===== src/rtl/mac_sequencer_if.sv =====
// Chunk stream and macgen connection for the MAC sequencer.
// The master side is the sequencer; the slave side is the message source plus macgen.
interface mac_sequencer_if #(
    parameter int CHUNK_W = 256
);
    logic               in_valid;
    logic [CHUNK_W-1:0] in_data;
    logic               in_ready;
    logic [CHUNK_W-1:0] mg_key;
    logic [CHUNK_W-1:0] mg_data;
    logic               mg_enable;
    logic [CHUNK_W-1:0] mg_mac;

    modport master (
        input  in_valid, in_data, mg_mac,
        output in_ready, mg_key, mg_data, mg_enable
    );

    modport slave (
        output in_valid, in_data, mg_mac,
        input  in_ready, mg_key, mg_data, mg_enable
    );
endinterface


===== src/rtl/mac_sequencer.sv =====
// Sequences an external combinational macgen over a chained multi-chunk message
// and emits the final tag, optionally compared against an expected tag.
module mac_sequencer #(
    parameter int CHUNK_W = 256,
    parameter int LEN_W   = 8
) (
    input  logic               clk,
    input  logic               rst,
    input  logic               start_i,
    input  logic [CHUNK_W-1:0] key_i,
    input  logic [LEN_W-1:0]   num_chunks_i,
    input  logic               verify_i,
    input  logic [CHUNK_W-1:0] exp_tag_i,
    input  logic               abort_i,
    output logic               busy_o,
    output logic [CHUNK_W-1:0] tag_o,
    output logic               tag_valid_o,
    output logic               tag_match_o,
    output logic               err_o,
    mac_sequencer_if.master    bus
);

    typedef enum logic [1:0] {IDLE, RUN, PROC, DONE} state_t;

    state_t             state_q, state_d;
    logic [CHUNK_W-1:0] acc_q, acc_d;
    logic [CHUNK_W-1:0] data_q, data_d;
    logic [CHUNK_W-1:0] key_q, key_d;
    logic [CHUNK_W-1:0] exp_q, exp_d;
    logic [CHUNK_W-1:0] tag_q, tag_d;
    logic [LEN_W-1:0]   cnt_q, cnt_d;
    logic [LEN_W-1:0]   num_q, num_d;
    logic               verify_q, verify_d;
    logic               match_q, match_d;
    logic               tag_valid_q, tag_valid_d;
    logic               err_q, err_d;

    logic               in_ready;
    logic               mg_enable;
    logic [CHUNK_W-1:0] mg_key;
    logic [CHUNK_W-1:0] mg_data;

    always_comb begin
        state_d     = state_q;
        acc_d       = acc_q;
        data_d      = data_q;
        key_d       = key_q;
        exp_d       = exp_q;
        tag_d       = tag_q;
        cnt_d       = cnt_q;
        num_d       = num_q;
        verify_d    = verify_q;
        match_d     = match_q;
        tag_valid_d = 1'b0;
        err_d       = 1'b0;
        in_ready    = 1'b0;
        mg_enable   = 1'b0;
        mg_key      = '0;
        mg_data     = '0;

        unique case (state_q)
            IDLE: begin
                if (start_i) begin
                    if (num_chunks_i == '0) begin
                        err_d = 1'b1;
                    end else begin
                        key_d    = key_i;
                        num_d    = num_chunks_i;
                        verify_d = verify_i;
                        exp_d    = exp_tag_i;
                        acc_d    = '0;
                        cnt_d    = '0;
                        state_d  = RUN;
                    end
                end
            end
            RUN: begin
                // Abort wins over a same-cycle chunk, so the chunk is never acknowledged.
                in_ready = !abort_i;
                if (abort_i) begin
                    acc_d   = '0;
                    state_d = IDLE;
                end else if (bus.in_valid) begin
                    data_d  = bus.in_data ^ acc_q;
                    state_d = PROC;
                end
            end
            PROC: begin
                mg_enable = 1'b1;
                mg_key    = key_q;
                mg_data   = data_q;
                if (abort_i) begin
                    acc_d   = '0;
                    state_d = IDLE;
                end else begin
                    acc_d   = bus.mg_mac;
                    cnt_d   = cnt_q + LEN_W'(1);
                    state_d = (cnt_q == num_q - LEN_W'(1)) ? DONE : RUN;
                end
            end
            DONE: begin
                if (abort_i) begin
                    acc_d = '0;
                end else begin
                    tag_d       = acc_q;
                    match_d     = verify_q & (acc_q == exp_q);
                    tag_valid_d = 1'b1;
                end
                state_d = IDLE;
            end
            default: state_d = IDLE;
        endcase
    end

    always_ff @(posedge clk or posedge rst) begin
        if (rst) begin
            state_q     <= IDLE;
            acc_q       <= '0;
            data_q      <= '0;
            key_q       <= '0;
            exp_q       <= '0;
            tag_q       <= '0;
            cnt_q       <= '0;
            num_q       <= '0;
            verify_q    <= 1'b0;
            match_q     <= 1'b0;
            tag_valid_q <= 1'b0;
            err_q       <= 1'b0;
        end else begin
            state_q     <= state_d;
            acc_q       <= acc_d;
            data_q      <= data_d;
            key_q       <= key_d;
            exp_q       <= exp_d;
            tag_q       <= tag_d;
            cnt_q       <= cnt_d;
            num_q       <= num_d;
            verify_q    <= verify_d;
            match_q     <= match_d;
            tag_valid_q <= tag_valid_d;
            err_q       <= err_d;
        end
    end

    assign busy_o        = (state_q != IDLE);
    assign tag_o         = tag_q;
    assign tag_valid_o   = tag_valid_q;
    assign tag_match_o   = match_q;
    assign err_o         = err_q;
    assign bus.in_ready  = in_ready;
    assign bus.mg_enable = mg_enable;
    assign bus.mg_key    = mg_key;
    assign bus.mg_data   = mg_data;

endmodule


===== src/flat_wrapper.sv =====
// flat-port wrapper written by rule: the top's interface ports become plain ports
module mac_sequencer_flat 
#(
    parameter int CHUNK_W = 256,
    parameter int LEN_W   = 8
)
  (clk, rst, start_i, key_i, num_chunks_i, verify_i, exp_tag_i, abort_i, busy_o, tag_o, tag_valid_o, tag_match_o, err_o, bus_in_valid, bus_in_data, bus_mg_mac, bus_in_ready, bus_mg_key, bus_mg_data, bus_mg_enable);
  mac_sequencer_if #(.CHUNK_W(CHUNK_W)) bus_i ();
  input  logic clk;
  input  logic rst;
  input  logic start_i;
  input  logic [CHUNK_W-1:0] key_i;
  input  logic [LEN_W-1:0] num_chunks_i;
  input  logic verify_i;
  input  logic [CHUNK_W-1:0] exp_tag_i;
  input  logic abort_i;
  output logic busy_o;
  output logic [CHUNK_W-1:0] tag_o;
  output logic tag_valid_o;
  output logic tag_match_o;
  output logic err_o;
  input wire logic [$bits(bus_i.in_valid)-1:0] bus_in_valid;
  input wire logic [$bits(bus_i.in_data)-1:0] bus_in_data;
  input wire logic [$bits(bus_i.mg_mac)-1:0] bus_mg_mac;
  output wire logic [$bits(bus_i.in_ready)-1:0] bus_in_ready;
  output wire logic [$bits(bus_i.mg_key)-1:0] bus_mg_key;
  output wire logic [$bits(bus_i.mg_data)-1:0] bus_mg_data;
  output wire logic [$bits(bus_i.mg_enable)-1:0] bus_mg_enable;
  assign bus_i.in_valid = bus_in_valid;
  assign bus_i.in_data = bus_in_data;
  assign bus_i.mg_mac = bus_mg_mac;
  assign bus_in_ready = bus_i.in_ready;
  assign bus_mg_key = bus_i.mg_key;
  assign bus_mg_data = bus_i.mg_data;
  assign bus_mg_enable = bus_i.mg_enable;
  mac_sequencer #(.CHUNK_W(CHUNK_W), .LEN_W(LEN_W)) u_core (.clk(clk), .rst(rst), .start_i(start_i), .key_i(key_i), .num_chunks_i(num_chunks_i), .verify_i(verify_i), .exp_tag_i(exp_tag_i), .abort_i(abort_i), .busy_o(busy_o), .tag_o(tag_o), .tag_valid_o(tag_valid_o), .tag_match_o(tag_match_o), .err_o(err_o), .bus(bus_i));
endmodule

===== config.mk =====
export PLATFORM = sky130hd
export DESIGN_NAME = mac_sequencer_flat
export DESIGN_NICKNAME = d
export VERILOG_FILES = /design/src/rtl/mac_sequencer_if.sv /design/src/rtl/mac_sequencer.sv /design/src/flat_wrapper.sv
export SDC_FILE = /design/constraint.sdc
export NUM_CORES = 2
export LEC_CHECK = 0
export BUFFER_PORTS_ARGS = -buffer_cell sky130_fd_sc_hd__buf_2
export CORE_AREA = 8 8 692 694
export CTS_CLUSTER_SIZE = 12
export DETAILED_ROUTE_END_ITERATION = 7
export DIE_AREA = 0 0 700 702
export SYNTH_ARGS = -nofsm -noshare
export SYNTH_HDL_FRONTEND = slang
export SYNTH_SLANG_ARGS = --single-unit
export TNS_END_PERCENT = 100

===== constraint.sdc =====
create_clock -name clk -period 43.5 [get_ports clk]
set_clock_uncertainty 0.1 [all_clocks]
set_input_delay 2.175 -clock clk [delete_from_list [all_inputs] [get_ports clk]]
set_output_delay 2.175 -clock clk [all_outputs]
set_load 0.02 [all_outputs]

Word level (Yosys, flattened, before mapping):

Cells that the tools add are included.

* register bits: 1302
* input port bits: 1038
* output and inout port bits: 774

* eq/ne operators: 10
* mux-type cells: 25
* add/subtract/negate cells: 2
* reduce and logical (&&, ||, !) cells: 12
* bitwise logic cells: 4

Operator list (count)
* two-way mux 256 bit: 6
* one-hot mux 256 bit (3 select lines): 1
* equality test 256 bit: 1
* bitwise XOR 256 bit: 1
* two-way mux 8 bit: 3
* one-hot mux 8 bit (2 select lines): 1
* two-way mux 2 bit: 6
* AND reduction 3 bit: 4
* adder 8 x 1 -> 8 bit, second input constant: 1
* equality test 8 bit: 1
* logical NOT 8 bit: 1
* one-hot mux 2 bit (4 select lines): 1
* subtractor 8 x 1 -> 8 bit, second input constant: 1
* two-way mux 1 bit: 7
* inequality test 2 bit, second input constant: 3
* equality test 2 bit, second input constant: 2
* AND reduction 4 bit: 1
* nonzero test 2 bit: 2
* inequality test 3 bit, second input constant: 1
* equality test 2 x 1 -> 1 bit, second input constant: 1
* logical NOT 2 bit: 1
* inequality test 2 x 1 -> 1 bit, second input constant: 1
* NOT 1 bit: 2
* AND reduction 2 bit: 1
* other kinds (3): 3

Logic depth before layout (Yosys ltp):

* depth in word-level cells: 5
* gate-level depth with buffers: 8
* gate-level depth less buffers: 7

Least setup slack after synthesis:

No wires, ideal clock.

* path kind: input -> output
* from: in abort_i
* to: out bus_in_ready
* arrival time: 2.657 ns
* slack: 38.568 ns
* stages on the path: 2
* cell sequence: nand2b_1 > nor2_1

* cells in the longest elaborated chain, start to end: 2

RTL lines
* from (decl): line flat_wrapper.sv:16 `input logic abort_i;`
* logical NOT 1 bit: line mac_sequencer.sv:79 `in_ready = !abort_i;`
* two-way mux 1 bit: line mac_sequencer.sv:61 `unique case (state_q)`
* to (decl): line flat_wrapper.sv:25 `output wire logic [$bits(bus_i.in_ready)-1:0] bus_in_ready;`

Every way passes these cells.

Worst setup path in the final report:

* from: reg u_core.state_q[1]
* to: out bus_mg_key[167]

* cells in the longest elaborated chain, start to end: 2

RTL lines
* from (decl): line mac_sequencer.sv:25 `state_t state_q, state_d;`
* from (signal assigned): line mac_sequencer.sv:130 `state_q <= state_d;`
* equality test 2 bit: line mac_sequencer.sv:61
* two-way mux 256 bit: line mac_sequencer.sv:61
* to (decl): line flat_wrapper.sv:26 `output wire logic [$bits(bus_i.mg_key)-1:0] bus_mg_key;`

Every way passes these cells.

==> results by group <==
Setup path
  • Startpoint Class: flip-flop
  • Crit. End Element: output pin
  • Crit Path Class: flip-flop to output pin
  • CP required: 41.23 ns
  • Worst Path Max Fanout: between 150 and 200
  • Worst path arrival time: just under 5 ns

Floorplan
  • Starting Density: 12.0%
  • Core area: 469000 sq um
  • Die ar.: slightly below 500000 sq um
  • I/O Pins: ~1800
  • Die Width: 700 um
  • Die height: 702 um
  • Row count: about 250

Clock network
  • Post-CTS setup buffer count: 0
  • Post-CTS sizing: 0
  • H-tree levels: 4
  • CTS max path bufs: 4
  • Clock root buffer: clkbuf_16
  • CTS tree: yes
  • Clock latency at the later pin of the worst-skew pair: 0.90 ns
  • CTS sink cnt: ~1300
  • Cts hold-fix bufs: 0
  • CTS Buf Count: 173
  • Clk slew on worst S/H paths: ~0.060 ns

Timing
  • Post-Route Setup TNS: 0 ns
  • Final Max Slew Viols: 0
  • Tcrit/Tclk final: roughly 17%
  • Endpoints failing hold: 0
  • Worst slew pin tran: between 1 and 1.5 ns
  • Final setup viols: 0
  • Fmax: around 0.14 GHz
  • RSZ-0062 raised after global routing: false
  • Rel. slew slack: 5.77%
  • Final min period: 7.23 ns

Routing
  • DRC: 0
  • Pre-antenna DRT Iters: 5
  • Vias/cell: between 3 and 4
  • Vias: about 50000
  • Detailed-route wire length per cell: ~36 um
  • Post-route ant nets: 0
  • DR iter-0 viols: 4903
  • Total wire length: around 480000 um

Placement
  • Buffers on Ports: 1811
  • HPWL Detailed: approximately 400000 um
  • Placed Instances: 12900
  • GPL Wtd Cong: around 1.0
  • Placed inst area: roughly 73000 sq um

Global route
  • First-pass GRT wire length: 581000 um
  • Remaining global-route overflow: 0
  • Vias in the first global route: between 40000 and 50000
  • Gr usage total: between 10% and 20%
  • Pin count of the biggest net entering global routing: between 150 and 200
  • Initial antenna violation count: 512

Yosys
  • Syn Std Cell Area: between 50000 and 60000 sq um
  • Post-Synthesis Net Count: 6035
  • Syn_area_per_cell: 11.3 sq um
  • Ranking of synthesized cells by area: dfrtp_1 (58%), mux2_1 (8.0%), and2_1 (5.7%)
  • Count of cell types in the netlist: 50
  • #FFs+latches synth: 1302
  • Synth async-reset ratio: 100%
  • Number of synthesized flops with an enable pin: 0
  • Post-Syn Instances: about 5000
  • Synth warn: 0
  • Largest area contributor in the netlist: dfrtp_1
  • Predominant post-synthesis flop cell: dfrtp_1
  • Register area share after synthesis: just under 60%
  • Area share of the leading cell type in the synthesized netlist: 57.9%

Power and ir drop
  • Pleak: 37.1 nW
  • Logic pwr share: 28.4%
  • Seq pwr share: between 40% and 50%
  • Switching Share: between 30% and 40%
  • Clock power frac: 31.0%
  • IR drop worst, VDD: between 0.00003 and 0.00004 V
  • Power Internal: around 3 mW
  • Net Sw Power: 1.94 mW
  • P per Cell Area: just over 60 nW/um^2

Flow run
  • Max Cap Viol: 0

Worst hold path
  • Hold Path Class: flip-flop to flip-flop

Final layout
  • Area Overhead vs Synth: 41.4%
  • Fraction of layout cells with a size suffix above 1: about a third
  • Non-filler cells, final: roughly 13000
  • Final net count: ~7900
  • Post-route cell area: 79600 sq um

Run status
  • Status: finished clean
layout make-up:
class                      count  area, sq um
fill                       52600       389000
sequential                  1302        32600
multi-input combinational   3315        22200
timing repair buffer        1940        10100
tap                         6223         7790
clock buffer                 231         4900
clock inverter                74         1030
antenna                      278          696
inverter                      85          334
state kept, by name, summed over array words and instances (netlist names):
name                cells
u_core.acc_q          256
u_core.cnt_q            8
u_core.data_q         256
u_core.err_o            1
u_core.exp_q          256
u_core.key_q          256
u_core.num_q            8
u_core.state_q          2
u_core.tag_match_o      1
u_core.tag_o          256
u_core.tag_valid_o      1
u_core.verify_q         1
metrics by stage:
step | power, mW | utilization (%) | setup slack (ns) | hold WS [ns]
6_report | 4.96 | 17.0 | 36.27 | 0.368
5_1_grt | 5.18 | 16.9 | 35.97 | 0.385
4_1_cts | 5.02 | 16.8 | 36.19 | 0.372
3_5_place_dp | 3.46 | 15.6 | 36.12 | 0.358
3_3_place_gp | 3.43 | 15.6 | 36.17 | 0.356
2_1_floorplan | 2.59 | - | 4.53 | 0.349
metal layers:
layer / wire length, um / part of all wire (%) / vias up / track usage [%]
met5: 2120 / 0.44 / - / 0
li1: - / - / 20700 / -
met3: 77900 / 16 / 925 / 13.5
met4: 16300 / 3.4 / 316 / 5.06
met2: 198000 / 41 / 2926 / 27.2
met1: 183000 / 38 / 25000 / 21.3
kinds of logic after synthesis:
logic type / Yosys count / synth area share (%)
xor gates and xnor gates: 411 / 6.40
and+or+nand+nor: 1731 / 14.8
DFF: 1302 / 57.9
buffers and inverters: 378 / 2.96
AOI/OAI and AO/OA: 692 / 8.35
muxes: 479 / 9.58
adders and majority gates: 2 / 0.0445
cells in the final DEF (no fill, tap or decap), types with 4 or more instances in the layout:
cell type,n
a221oi_1,6
inv_8,5
o2111ai_1,4
clkbuf_8,33
nand2b_1,19
dfrtp_1,1301
nor2b_1,94
clkinvlp_4,6
a22o_1,259
nor2_1,269
clkinv_2,24
xnor2_1,314
nand2_1,742
nor3_1,5
o21ai_1,4
buf_12,7
xnor2_2,4
and2_1,512
nand3_1,4
mux2_1,400
o21ai_0,82
diode_2,278
nor4_1,28
clkbuf_16,174
bufinv_16,17
xor2_1,91
nand4_1,35
o22ai_1,27
buf_2,1811
clkinv_4,9
mux2_2,79
a2111oi_0,29
inv_6,7
clkbuf_1,24
a21oi_1,261
inv_1,83
nor4_2,9
buf_4,122
power by group through the flow:
stage	logic (mW)	clock network (mW)	registers, mW
detailed placement	1.43	0	2.02
finish	1.41	1.54	2.01
floorplan	0.747	0	1.84
global route	1.51	1.61	2.05
global placement	1.41	0	2.02
CTS	1.44	1.57	2.00
worst paths after layout:
path / from / end / slack, ns / depth (start not counted)
max: u_core.state_q[1]$_DFFE_PP0P_ / bus_mg_key[167] / 36.27 / 6
min: u_core.tag_o[228]$_DFFE_PP0P_ / u_core.tag_o[228]$_DFFE_PP0P_ / 0.37 / 2
max reg2reg: u_core.state_q[1]$_DFFE_PP0P_ / u_core.key_q[171]$_DFFE_PP0P_ / 37.59 / 9
min reg2reg: u_core.tag_o[228]$_DFFE_PP0P_ / u_core.tag_o[228]$_DFFE_PP0P_ / 0.37 / 2
max in group asynchronous: rst / u_core.key_q[229]$_DFFE_PP0P_ / 37.20 / 7
min in group asynchronous: rst / u_core.tag_o[66]$_DFFE_PP0P_ / 1.26 / 2
Yosys cell counts, drive strengths merged (6+ instances only):
cell,number
xor2,93
nor2,269
inv,85
buf,162
nand2b,19
xnor2,318
a21oi,262
mux2,479
nand2,743
nor3,6
a2111oi,31
nand4,35
a221oi,6
o21ai,86
clkbuf,131
nor4,37
nor2b,97
o22ai,27
a22o,260
dfrtp,1302
and2,512
worst max-delay path: stages, from the launching register on:
cell and delay, ns:
dfrtp_1 0.48, nor2b_4 0.76, buf_12 0.51, buf_4 0.77
buf_4 0.70, and2_1 0.25, buf_2 0.18
(Power assumes the default switching activity.)
